### src/rtl/adcdac_2g_spi_master.sv
// SPI mode-0 master driving the ADC/DAC LVDS buffer stage; IDLE/SETUP/SHIFT/HOLD sequencer.
// Optional readback of user_spi_dout (2-flop synchronizer + capture register) via ADCDAC_SPI_READBACK_EN.
module adcdac_2g_spi_master #(
  parameter int WORD_BITS = 24,
  parameter int CLK_DIV   = 4,
  parameter int CS_SETUP  = 2,
  parameter int CS_HOLD   = 2
) (
  input  logic                 fpga_clk,
  input  logic                 rst,
  input  logic                 start,
  input  logic [WORD_BITS-1:0] wdata,
  output logic                 busy,
  output logic                 done,
  output logic [WORD_BITS-1:0] rdata,
  output logic                 user_spi_clk,
  output logic                 user_spi_ss,
  output logic                 user_spi_din,
  input  logic                 user_spi_dout
);
  localparam int CNT_M1  = (CLK_DIV > CS_SETUP) ? CLK_DIV : CS_SETUP;
  localparam int CNT_MAX = (CNT_M1 > CS_HOLD) ? CNT_M1 : CS_HOLD;
  localparam int CW      = $clog2(CNT_MAX + 1);
  localparam int BW      = $clog2(WORD_BITS);

  localparam logic [CW-1:0] CNT_ZERO  = {CW{1'b0}};
  localparam logic [CW-1:0] CNT_ONE   = CW'(1);
  localparam logic [CW-1:0] CNT_SETUP = CW'(CS_SETUP - 1);
  localparam logic [CW-1:0] CNT_HALF  = CW'(CLK_DIV - 1);
  localparam logic [CW-1:0] CNT_HOLD  = CW'(CS_HOLD - 1);
  localparam logic [BW-1:0] BIT_ZERO  = {BW{1'b0}};
  localparam logic [BW-1:0] BIT_ONE   = BW'(1);
  localparam logic [BW-1:0] BIT_LAST  = BW'(WORD_BITS - 1);

  typedef enum logic [1:0] {
    IDLE  = 2'd0,
    SETUP = 2'd1,
    SHIFT = 2'd2,
    HOLD  = 2'd3
  } state_t;

  state_t               state;
  logic [CW-1:0]        cnt;
  logic [BW-1:0]        bit_cnt;
  logic [WORD_BITS-1:0] shreg;

  // Transaction sequencer; every protocol output is a register written here
  always_ff @(posedge fpga_clk or posedge rst) begin
    if (rst) begin
      state        <= IDLE;
      cnt          <= CNT_ZERO;
      bit_cnt      <= BIT_ZERO;
      shreg        <= {WORD_BITS{1'b0}};
      busy         <= 1'b0;
      done         <= 1'b0;
      user_spi_clk <= 1'b0;
      user_spi_ss  <= 1'b1;
      user_spi_din <= 1'b0;
    end else begin
      done <= 1'b0;
      case (state)
        IDLE: begin
          if (start) begin
            state        <= SETUP;
            shreg        <= wdata;
            cnt          <= CNT_SETUP;
            busy         <= 1'b1;
            user_spi_ss  <= 1'b0;
            user_spi_din <= wdata[WORD_BITS-1];
          end
        end
        SETUP: begin
          if (cnt == CNT_ZERO) begin
            state   <= SHIFT;
            cnt     <= CNT_HALF;
            bit_cnt <= BIT_LAST;
          end else begin
            cnt <= cnt - CNT_ONE;
          end
        end
        SHIFT: begin
          if (cnt != CNT_ZERO) begin
            cnt <= cnt - CNT_ONE;
          end else if (!user_spi_clk) begin
            user_spi_clk <= 1'b1;
            cnt          <= CNT_HALF;
          end else begin
            // falling edge: next bit goes out, except after the final clock
            user_spi_clk <= 1'b0;
            if (bit_cnt == BIT_ZERO) begin
              state <= HOLD;
              cnt   <= CNT_HOLD;
            end else begin
              bit_cnt      <= bit_cnt - BIT_ONE;
              cnt          <= CNT_HALF;
              shreg        <= {shreg[WORD_BITS-2:0], 1'b0};
              user_spi_din <= shreg[WORD_BITS-2];
            end
          end
        end
        HOLD: begin
          if (cnt == CNT_ZERO) begin
            state        <= IDLE;
            busy         <= 1'b0;
            done         <= 1'b1;
            user_spi_ss  <= 1'b1;
            user_spi_din <= 1'b0;
          end else begin
            cnt <= cnt - CNT_ONE;
          end
        end
        default: begin
          state        <= IDLE;
          busy         <= 1'b0;
          user_spi_clk <= 1'b0;
          user_spi_ss  <= 1'b1;
          user_spi_din <= 1'b0;
        end
      endcase
    end
  end

`ifdef ADCDAC_SPI_READBACK_EN
  logic [1:0]           dout_sync;
  logic [WORD_BITS-1:0] capture;
  logic                 sample;
  logic                 finish;

  // The slave moves dout on our falling edge, a full low+high phase before the
  // sample point, so the two-cycle synchronizer lag still lands on the current bit.
  assign sample = (state == SHIFT) && user_spi_clk && (cnt == CNT_ZERO);
  assign finish = (state == HOLD) && (cnt == CNT_ZERO);

  // Two-flop synchronizer for the slave's asynchronous data line
  always_ff @(posedge fpga_clk or posedge rst) begin
    if (rst) begin
      dout_sync <= 2'b00;
    end else begin
      dout_sync <= {dout_sync[0], user_spi_dout};
    end
  end

  // Capture MSB first; rdata is published only as the transaction closes
  always_ff @(posedge fpga_clk or posedge rst) begin
    if (rst) begin
      capture <= {WORD_BITS{1'b0}};
      rdata   <= {WORD_BITS{1'b0}};
    end else begin
      if (sample) begin
        capture <= {capture[WORD_BITS-2:0], dout_sync[1]};
      end
      if (finish) begin
        rdata <= capture;
      end
    end
  end
`else
  logic unused_dout;

  assign unused_dout = user_spi_dout;
  assign rdata       = {WORD_BITS{1'b0}};
`endif

endmodule
### config.mk
export PLATFORM = sky130hd
export DESIGN_NAME = adcdac_2g_spi_master
export DESIGN_NICKNAME = d
export VERILOG_FILES = /design/src/rtl/adcdac_2g_spi_master.sv
export SDC_FILE = /design/constraint.sdc
export NUM_CORES = 1
export LEC_CHECK = 0
export ABC_AREA = 1
export ABC_CLOCK_PERIOD_IN_PS = 2800
export CELL_PAD_IN_SITES_DETAIL_PLACEMENT = 1
export CELL_PAD_IN_SITES_GLOBAL_PLACEMENT = 1
export CORE_MARGIN = 2
export CORE_UTILIZATION = 39
export CTS_BUF_LIST = sky130_fd_sc_hd__clkbuf_4 sky130_fd_sc_hd__clkbuf_8
export DETAILED_ROUTE_END_ITERATION = 7
export GPL_TIMING_DRIVEN = 0
export PLACE_DENSITY_LB_ADDON = 0.12
export SYNTH_ARGS = -nofsm -noshare
export SYNTH_HDL_FRONTEND = slang
export SYNTH_SLANG_ARGS = --single-unit
export TNS_END_PERCENT = 50
### constraint.sdc
create_clock -name fpga_clk -period 2.8 [get_ports fpga_clk]
set_input_delay 0.56 -clock fpga_clk [delete_from_list [all_inputs] [get_ports fpga_clk]]
set_output_delay 0.56 -clock fpga_clk [all_outputs]
set_load 0.05 [all_outputs]
**After elaboration in Yosys (flattened, before gate mapping)**

Cells that the tools add are included.

- Register bits: 38
- Output and inout bits: 29

- $add $sub $neg: 2
- Eq/ne operators: 11
- Multiplexer cells: 38
- Bitwise logic cells: 1
- Reduce and logical (&&, ||, !) cells: 15

Operator list:

| operator | number |
|---|---|
| $mux W23 | 4 |
| $pmux W23 S2 | 1 |
| $mux W5 | 4 |
| $mux W2 | 8 |
| $ne A2 B2 Y1 const B | 8 |
| $mux W3 | 4 |
| $pmux W3 S4 | 1 |
| $reduce_and A6 Y1 | 2 |
| $mux W1 | 11 |
| $pmux W5 S2 | 1 |
| $reduce_and A5 Y1 | 2 |
| $pmux W2 S4 | 1 |
| $reduce_bool A2 Y1 | 3 |
| $reduce_bool A3 Y1 | 2 |
| $logic_not A5 Y1 | 1 |
| $sub A5 B1 Y5 const B | 1 |
| $eq A2 B2 Y1 const B | 2 |
| $pmux W1 S2 | 2 |
| $reduce_and A2 Y1 | 2 |
| $logic_not A3 Y1 | 1 |
| $pmux W1 S3 | 1 |
| $reduce_and A3 Y1 | 1 |
| $sub A3 B1 Y3 const B | 1 |
| $eq A2 B1 Y1 const B | 1 |
| other kinds (2) | 2 |

**Logic depth before layout (Yosys ltp)**

Gate-level depths: netlist (run 1).

- Word-level depth: 5
- Mapped depth: 11
- Gate-level depth less buffers: 11

**Least setup slack after synthesis (run 1)**

Ideal clock, no wire load.

- Kind: flip-flop to flip-flop
- Start: reg user_spi_clk
- End: reg shreg[0]
- Setup time: 117 ps
- Data arrival time: 1408 ps
- Data required time: 2683 ps
- Setup slack: 1275 ps
- Stages on the path, launching flop included: 7
- Path buffers: 1
- Clock period less this slack: 1525 ps
- Cells stage by stage: dfrtp_1 inv_1 o21ai_4 nand3_2 buf_6 nand2_1 nand2_1

- Cells in the longest elaborated chain, start to end: 2

RTL lines:

| what | RTL line | text |
|---|---|---|
| from (decl) | 16 | `output logic user_spi_clk,` |
| from (signal assigned) | 56 | `user_spi_clk <= 1'b0;` |
| from (signal assigned) | 85 | `user_spi_clk <= 1'b1;` |
| from (signal assigned) | 89 | `user_spi_clk <= 1'b0;` |
| $ne A2 B2 Y1 (no source line) | -- |  |
| $reduce_and A5 Y1 (no source line) | -- |  |
| to (signal assigned) | 53 | `shreg <= {WORD_BITS{1'b0}};` |
| to (signal assigned) | 65 | `shreg <= wdata;` |
| to (signal assigned) | 96 | `shreg <= {shreg[WORD_BITS-2:0], 1'b0};` |
| to (decl) | 45 | `logic [WORD_BITS-1:0] shreg;` |

Every way passes these cells.
A chain may end at the register's enable or synchronous reset.

**Final worst setup path (run 1)**

- Start: reg user_spi_ss
- End: out user_spi_ss

RTL lines:

| what | RTL line | text |
|---|---|---|
| from (decl) | 17 | `output logic user_spi_ss,` |
| from (signal assigned) | 57 | `user_spi_ss <= 1'b1;` |
| from (signal assigned) | 68 | `user_spi_ss <= 1'b0;` |
| from (signal assigned) | 106 | `user_spi_ss <= 1'b1;` |

No word-level cell between the ends.

==> results by group, run 1 <==
Status
  – Outcome: completed

Placed design
  – Placed insts: around 470
  – Routability-driven placement congestion ratio: approximately 0.83
  – Final HPWL from detailed placement: ~4300 um
  – Post-place setup slack: 0.910 ns
  – PortBufs: 31

Routing
  – Vias per inst: about 4.7
  – Initial DRC Count: 81
  – DRC viols: 0
  – Routed len/inst: 12.3 um
  – Drt first pass iters: 4
  – DRT Wirelength: ~5900 um
  – Via count: ~2200
  – ANT nets after route: 0

Global routing
  – First-pass GRT wire length: roughly 9900 um
  – Largest net degree at the start of global routing: 39
  – Vias in the first global route: 2098
  – Grt total ovfl: 0
  – Total GRT Usage: around a fifth
  – Antenna violations before repair: 0

STA
  – RSZ-0062 raised after global routing: false
  – Highest clock rate: 455 MHz
  – Endpoints failing hold: 0
  – Final worst path period need: ~2.2 ns
  – Final worst-path cycle share: 78.5%
  – Clock skew: about 0.0065 ns
  – Setup TNS Final: 0 ns
  – Max Transition Viols Final: 0
  – Worst slew pin tran: 0.843 ns
  – Final setup vio count: 0
  – Final worst setup slack: ~0.6 ns
  – Rel. slew slack: between 40 and 50%

Synthesis
  – Count leader, synth: nand2_1
  – Commonest cells post-synth: nand2_1 (156), dfrtp_1 (37), buf_4 (25), inv_1 (25), nand4_1 (23)
  – Sequential share of the synthesized area: about two fifths
  – YS warnings: 0
  – EDFF count, synth: 0
  – Share of the synthesized area in the top cell type: between 30% and 40%
  – Flops & latches, synth: 38
  – Synthesized area: approximately 0.0024 sq mm
  – Post-synth ARST share: 100%
  – Post-synth top area cell: dfrtp_1
  – Cells after Synth: around 340
  – Syn_area_per_cell: approximately 7 sq um
  – Top area cells in the synthesized netlist: dfrtp_1 (38%), nand2_1 (24%), buf_4 (7.8%), nand4_1 (5.9%), ha_1 (4.1%)
  – Ys flop type: dfrtp_1
  – Synth cell types: 26

Clock network
  – Worst-skew pair later-pin latency: 0.29 ns
  – Root Buffer: clkbuf_8
  – Cts hold-fix bufs: 0
  – Post-CTS Setup Bufs: 0
  – TritonCTS clock tree: built
  – Max clock buf depth: 2
  – CTS resizes: 0
  – Sink Count: 38
  – Htree depth: 2
  – Worst-path clk slew: roughly 0.080 ns
  – Number of CTS-inserted buffers: 5

Floorplanning
  – Chip height: between 80 and 90 um
  – Starting Density: 40.7%
  – CORE AREA: roughly 0.0060 sq mm
  – Rows: 28
  – Total I/O pin count: 57
  – Die W: roughly 83 um
  – Die area: a little under 0.007 sq mm

Critical path
  – Setup CP Type: reg -> out
  – CP Depth: 1
  – Bufs and invs on worst path: 1
  – WP data arrival: about 1.6 ns
  – CP max FO: 2
  – Crit-path slowest cell: clkdlybuf4s50_1
  – CP peak stage delay: roughly 0.8 ns
  – Crit path launch type: register
  – WP data required: approximately 2.2 ns
  – CP Cell Sequence: clkdlybuf4s50_1
  – Reg2Reg Depth: 7
  – Worst setup EP type: output pin
  – Family with the most delay on the worst path: buffers and inverters

Final layout
  – ANT cells: 0
  – Area growth, synth to finish: 24.3%
  – Final Non-Filler Cells: between 400 and 500
  – Fraction of layout cells with a size suffix above 1: 14.3%
  – Final #Nets: between 400 and 500
  – Final core utilization: between 50% and 60%

Power
  – Leakage: ~1.7 nW
  – Peak supply drop: around 460 uV
  – PwrDens: between 1000 and 1500 mW/mm^2
  – Total Power: between 0.003 and 0.004 W

Min path
  – WHS Path Cells: 2
  – Hold WC Path Type: reg -> reg

Job
  – Max Cap Viol: 0
==> placed cells by master, fill, tap and decap left out, types with 2 or more instances in the layout <==
master / count
nand3_1: 7
ha_1: 8
dfrtp_1: 37
clkdlybuf4s50_1: 31
o21ai_0: 9
nand4_1: 23
clkbuf_4: 2
buf_4: 25
conb_1: 24
nand3b_1: 3
buf_2: 10
a21oi_1: 4
inv_2: 2
clkbuf_8: 6
nor2_1: 13
nor2_2: 3
inv_1: 24
nand2_1: 156
buf_6: 2
==> worst paths after layout <==
check                             from           to  slack, ns
setup / recovery           user_spi_ss  user_spi_ss       0.60
hold / removal               shreg[10]    shreg[10]       0.48
setup reg to reg              state[0]   bit_cnt[2]       1.03
hold reg to reg              shreg[10]    shreg[10]       0.48
max in group asynchronous          rst   bit_cnt[1]       1.52
min in group asynchronous          rst     shreg[0]       0.75
==> power by group <==
| group | total (W) | internal, W | switching, W |
|---|---|---|---|
| registers | 0.000979 | 0.000825 | 0.000154 |
| clock network | 0.000424 | 0.000221 | 0.000203 |
| logic | 0.00197 | 0.000683 | 0.00128 |
| total | 0.00337 | 0.00173 | 0.00164 |
==> final cells by class <==
cell class                 instances  area (sq um)
inverter                          26          97.6
timing repair buffer              31           310
fill                             792          2950
clock buffer                       8          97.6
multi-input combinational        258          1190
sequential                        38           952
tap                               75          93.8
buffer                            38           264
==> metrics by stage <==
stage | hold slack (ns) | area (sq um)
2_1_floorplan | 0.442 | 2510
3_3_place_gp | 0.454 | 2910
3_5_place_dp | 0.459 | 2910
4_1_cts | 0.477 | 3010
5_1_grt | 0.497 | 3010
6_report | 0.476 | 3010
==> state kept, by name, summed over array words and instances (netlist names) <==
signal,flops
user_spi_ss,1
user_spi_din,1
done,1
busy,1
bit_cnt,5
shreg,23
user_spi_clk,1
state,2
cnt,3
==> cells by family after synthesis <==
group,after synthesis,synth area share (%)
fa+ha+maj,8,4.13
simple gates,210,37.6
buf+inv,64,14.9
flops,38,39.3
compound gates,16,3.88
other cells,1,0.155
==> routing by layer <==
layer / up-vias / share of wire (%) / GRT usage [%]
li1: 1134 / - / -
met1: 1031 / 48 / 25.2
met2: 38 / 48 / 30.6
met3: 5 / 3.6 / 3.90
met4: 0 / 0.82 / 4.43
met5: - / 0 / 0
No activity file was read; power rests on OpenSTA's default activity.
==> inputs of run 2 (changes only) <==
ABC_CLOCK_PERIOD_IN_PS = 2250   (was 2800)
CORE_UTILIZATION = 37   (was 39)
clock period = 2.25 ns   (was 2.8 ns; I/O delays follow)
==> run 2 against run 1 <==
Compared with the run above:
- sequential power rose by 24%
- hold slack got worse by 0.0036 ns
- first-iteration DRC count grew 21%
- count of clock-buffer cells in the layout decreased by 1
- clock skew rose by 0.0031 ns
- combinational power is 23% higher
- via count shrank 0.45%
- worst setup slack lost 0.42 ns
- sequential cell count is the same
- total power rose by 22%
- routed wire length is 2.8% lower
==> results by group, run 2 (same netlist as run 1, synthesis figures left out) <==
Status
  – Outcome: completed

Placed design
  – Routability-driven placement congestion ratio: 0.837 (+0.99%)
  – Final HPWL from detailed placement: 4150 um (-3.1%)
  – Post-place setup slack: 0.473 ns (-0.437 ns)
  – PortBufs: 31 (unchanged)

Critical path
  – Bufs and invs on worst path: 1 (unchanged)
  – WP data arrival: 1.62 ns (-0.02 ns)
  – Setup CP Type: reg -> out
  – Family with the most delay on the worst path: buffers and inverters
  – CP max FO: 2 (unchanged)
  – Worst setup EP type: output pin
  – CP Cell Sequence: clkdlybuf4s50_1
  – CP peak stage delay: 0.79 ns (about the same)
  – Crit-path slowest cell: clkdlybuf4s50_1
  – WP data required: 1.80 ns (-0.44 ns)
  – Crit path launch type: register

Floorplanning
  – Die W: 84.9 um (+2.5%)
  – CORE AREA: 0.00635 sq mm (+6.6%)
  – Chip height: 84.9 um (+2.5%)
  – Total I/O pin count: 57 (unchanged)
  – Starting Density: 38.1% (-2.5 points)
  – Die area: 0.00721 sq mm (+5.1%)
  – Rows: 29 (+3.6%)

STA
  – Setup TNS Final: 0 ns (unchanged)
  – Rel. slew slack: 44.6% (+0.86 points)
  – Final worst setup slack: 0.185 ns (-0.417 ns)
  – Highest clock rate: 484 MHz
  – Endpoints failing hold: 0 (unchanged)
  – Worst slew pin tran: 0.830 ns (-0.0129 ns)
  – Final setup vio count: 0 (unchanged)
  – Hold slack: 0.473 ns (-0.00359 ns)
  – Final worst path period need: approximately 2.1 ns
  – Max Transition Viols Final: 0 (unchanged)
  – RSZ-0062 raised after global routing: false
  – Clock skew: 0.00957 ns (+0.00310 ns)
  – Final worst-path cycle share: 91.8%

Final layout
  – Most common cell after layout, fill and taps aside: nand2_1
  – Most flop-heavy register: shreg
  – Final #Nets: 434 (unchanged)
  – ANT cells: 0 (unchanged)
  – Max reg flops: 23 (unchanged)
  – Top flop regs: shreg (23), bit_cnt (5), cnt (3)
  – Fraction of layout cells with a size suffix above 1: 14.1% (-0.22 points)
  – Layout filler cell count: 829 (+4.7%)
  – Commonest non-fill, non-tap cells in the layout: nand2_1 (156), dfrtp_1 (37), clkdlybuf4s50_1 (31)
  – Area growth, synth to finish: 23.8%

Clock network
  – Sink Count: 38 (unchanged)
  – Max clock buf depth: 2 (unchanged)
  – Root Buffer: clkbuf_8
  – Post-CTS Setup Bufs: 0 (unchanged)
  – CTS resizes: 0 (unchanged)
  – TritonCTS clock tree: built
  – Number of CTS-inserted buffers: 5 (unchanged)
  – Worst-skew pair later-pin latency: 0.29 ns (about the same)
  – Worst-path clk slew: 0.08 ns (about the same)
  – Htree depth: 2 (unchanged)
  – Cts hold-fix bufs: 0 (unchanged)

Global routing
  – Grt met3 use: 3.60% (-0.30 points)
  – Antenna violations before repair: 0 (unchanged)
  – Total GRT Usage: 17.1% (-1.6 points)
  – Grt total ovfl: 0 (unchanged)
  – First-pass GRT wire length: 9900 um (+0.21%)
  – GRT met1 Usage: 22.5% (-2.8 points)
  – Largest net degree at the start of global routing: 39 (unchanged)
  – Met2 Resource Use GR: 28.8% (-1.8 points)
  – GR peak layer: met2
  – Vias in the first global route: 2165 (+3.2%)

Min path
  – Hold WC Path Type: reg -> reg

Power
  – Peak supply drop: 732 uV (+60%)
  – PwrDens: 1380 mW/mm^2 (+23%)
  – Leakage: 1.69 nW (-0.42%)

Routing
  – Via count: 2198 (-0.45%)
  – ANT nets after route: 0 (unchanged)
  – Drt first pass iters: 4 (unchanged)
  – DRT Wirelength: 5690 um (-2.8%)
  – Vias per inst: 4.63 (-0.66%)
  – Initial DRC Count: 98 (+21%)
  – DRC viols: 0 (unchanged)
  – Routed len/inst: 12.0 um (-3.0%)

Job
  – Max Cap Viol: 0 (unchanged)
-- run 2: changes by cell type in the layout (fill, tap and decap cells not counted), sizes merged --
cell	before	now
clkbuf	9	8
-- run 2: cell type report --
class | count | area [sq um] | share of cell area (%)
Sequential cell | 38 | 952 | 31.8
Inverter | 26 | 97.6 | 3.26
Buffer | 38 | 264 | 8.81
Tap cell | 77 | 96.3 | 3.21
Timing Repair Buffer | 31 | 310 | 10.4
Multi-Input combinational cell | 258 | 1190 | 39.8
Clock buffer | 7 | 83.8 | 2.80
-- run 2: per-layer routing --
metal / wire, um / vias to the layer above
li1: - / 1129
met3: 243 / 4
met5: 0 / -
met4: 58 / 0
met2: 2660 / 41
met1: 2730 / 1024
-- run 2: worst paths after layout --
check | start | endpoint | slack [ns] | depth (start not counted)
setup reg to reg | state[0] | bit_cnt[2] | 0.46 | 7
hold reg to reg | shreg[19] | shreg[19] | 0.47 | 2
max in group asynchronous | rst | shreg[22] | 1.08 | 2
setup / recovery | user_spi_ss | user_spi_ss | 0.18 | 1
hold / removal | shreg[19] | shreg[19] | 0.47 | 2
min in group asynchronous | rst | shreg[0] | 0.64 | 2
-- run 2: metrics by stage --
step                cell area (sq um)  cells  utilization, %  total power, W
floorplan                        2510    360               -         0.00307
global placement                 2910    468            45.9         0.00361
detailed placement               2910    468            45.9         0.00368
CTS                              3000    475            47.2         0.00419
global route                     3000    475            47.2         0.00460
finish                           3000    475            47.2         0.00412
-- run 2: worst min-delay path, delay by kind of cell, from the launching register on --
kind | cells | cell delay, ns
flops | 1 | 0.34
simple gates | 2 | 0.10
-- run 2: power breakdown --
part	internal, W	total (W)	leakage (nW)	switching (W)
clock	0.000238	0.000484	0.0452	0.000246
combinational	0.000850	0.00243	1.17	0.00158
sequential	0.00103	0.00121	0.469	0.000187
total	0.00211	0.00412	1.69	0.00201
==> inputs of run 3 (changes only) <==
CORE_MARGIN = not set   (was 2)
==> run 3 against run 2 <==
Compared with the run above:
- final area grew 0.38%
- largest power group unchanged
- worst setup slack lost 0.0063 ns
- core utilization grew 0.18 points
- clock power grew 4.3%
- sequential power is essentially flat
- routed wire length grew 2.8%
- hold slack gained 0.0011 ns
- global-route usage grew 1.5 points
- combinational power is essentially flat
- sequential share of layout area shrank 0.12 points
- critical path type unchanged
- first-iteration DRC count shrank 14%
==> results by group, run 3 (same netlist as run 1, synthesis figures left out) <==
Final layout
  – Most common cell after layout, fill and taps aside: nand2_1
  – Commonest non-fill, non-tap cells in the layout: nand2_1 (156), dfrtp_1 (37), clkdlybuf4s50_1 (31)
  – Fraction of layout cells with a size suffix above 1: 14.3% (+0.22 points)
  – Top flop regs: shreg (23), bit_cnt (5), cnt (3)
  – Area growth, synth to finish: 24.3%
  – Layout filler cell count: 842 (+1.6%)
  – FF/Latch Area: 952 sq um (unchanged)
  – Most flop-heavy register: shreg
  – Max reg flops: 23 (unchanged)
  – Final #Nets: 434 (unchanged)
  – ANT cells: 0 (unchanged)
  – Area of the multi-input gates: 0.00119 sq mm (unchanged)

Clock network
  – Number of CTS-inserted buffers: 5 (unchanged)
  – Max clock buf depth: 2 (unchanged)
  – Cts hold-fix bufs: 0 (unchanged)
  – Worst-skew pair later-pin latency: 0.29 ns (about the same)
  – Root Buffer: clkbuf_8
  – TritonCTS clock tree: built
  – Htree depth: 2 (unchanged)
  – CTS resizes: 0 (unchanged)
  – Sink Count: 38 (unchanged)
  – Worst-path clk slew: 0.08 ns (about the same)
  – Post-CTS Setup Bufs: 0 (unchanged)

Status
  – Outcome: completed

Critical path
  – WP data arrival: 1.62 ns (about the same)
  – CP max FO: 2 (unchanged)
  – CP Cell Sequence: clkdlybuf4s50_1
  – Family with the most delay on the worst path: buffers and inverters
  – Reg2Reg Depth: 8 (+1)
  – CP Depth: 1 (unchanged)
  – Crit-path slowest cell: clkdlybuf4s50_1
  – Setup CP Type: reg -> out
  – Crit path launch type: register
  – Worst setup EP type: output pin
  – Bufs and invs on worst path: 1 (unchanged)
  – CP peak stage delay: 0.79 ns (about the same)
  – WP data required: 1.80 ns (about the same)

Floorplanning
  – Rows: 29 (unchanged)
  – CORE AREA: 0.00635 sq mm (unchanged)
  – Starting Density: 38.1% (unchanged)
  – Die W: 82.9 um (-2.4%)
  – Chip height: 82.9 um (-2.4%)
  – Die area: 0.00687 sq mm (-4.7%)
  – Total I/O pin count: 57 (unchanged)

STA
  – Clock skew: 0.00842 ns (-0.00115 ns)
  – Final worst path period need: 2.07 ns (+0.00635 ns)
  – Final setup vio count: 0 (unchanged)
  – Endpoints failing hold: 0 (unchanged)
  – Max Transition Viols Final: 0 (unchanged)
  – Setup TNS Final: 0 ns (unchanged)
  – RSZ-0062 raised after global routing: false
  – Worst slew pin tran: 0.851 ns (+0.0208 ns)
  – Final worst-path cycle share: 92.1% (+0.28 points)
  – Hold slack: 0.474 ns (+0.00106 ns)
  – Rel. slew slack: 43.2% (-1.4 points)
  – Highest clock rate: 483 MHz (-0.31%)

Global routing
  – Vias in the first global route: 2214 (+2.3%)
  – Largest net degree at the start of global routing: 39 (unchanged)
  – Grt total ovfl: 0 (unchanged)
  – First-pass GRT wire length: 10500 um (+5.7%)
  – Antenna violations before repair: 0 (unchanged)
  – Total GRT Usage: 18.6% (+1.5 points)

Placed design
  – Routability-driven placement congestion ratio: 0.785 (-6.2%)
  – PortBufs: 31 (unchanged)
  – Final HPWL from detailed placement: 4240 um (+2.1%)

Routing
  – DRC viols: 0 (unchanged)
  – ANT nets after route: 0 (unchanged)
  – Initial DRC Count: 84 (-14%)
  – Vias per inst: 4.63 (about the same)
  – Drt first pass iters: 4 (unchanged)
  – Via count: 2204 (+0.27%)
  – Routed len/inst: 12.3 um (+2.6%)
  – DRT Wirelength: 5850 um (+2.8%)

Min path
  – WHS Path Cells: 2 (unchanged)
  – Hold WC Path Type: reg -> reg

Power
  – Peak supply drop: 869 uV (+19%)
  – PwrDens: 1390 mW/mm^2 (+0.86%)
  – Leakage: 1.70 nW (+0.38%)
  – Total Power: 0.00417 W (+1.2%)

Job
  – Max Cap Viol: 0 (unchanged)
[run 3: power breakdown]
part	switching (W)	internal (W)
registers	0.000193	0.00103
clock network	0.000245	0.000259
logic	0.00160	0.000850
[run 3: through the flow]
stage	instances	utilization, %	setup slack [ns]	instance area (sq um)
2_1_floorplan	360	-	0.725	2510
3_3_place_gp	468	45.9	-0.0350	2910
3_5_place_dp	468	45.9	0.471	2910
4_1_cts	476	47.4	0.165	3010
5_1_grt	476	47.4	0.128	3010
6_report	476	47.4	0.179	3010
[run 3: area by class of cell]
class | count | share of cell area (%)
multi-input cells | 258 | 39.7
flip-flops and latches | 38 | 31.6
repair buffers | 31 | 10.3
plain buffers | 38 | 8.77
inverters | 26 | 3.24
well taps | 77 | 3.20
clock buffers | 7 | 2.99
clock inverters | 1 | 0.166
[run 3: metal layers]
metal	vias up	wire [um]	global-route usage, %
li1	1127	-	-
met1	1025	2840	24.9
met2	45	2740	30.9
met3	7	191	3.18
met4	0	65	5.17
met5	-	0	0
[run 3: worst paths after layout]
kind,startpoint,end,slack (ns)
worst max-delay path,user_spi_ss,user_spi_ss,0.18
worst min-delay path,shreg[15],shreg[15],0.47
worst max register to register,state[0],shreg[1],0.48
worst min register to register,shreg[15],shreg[15],0.47
max in group asynchronous,rst,shreg[16],1.07
min in group asynchronous,rst,state[1],0.65
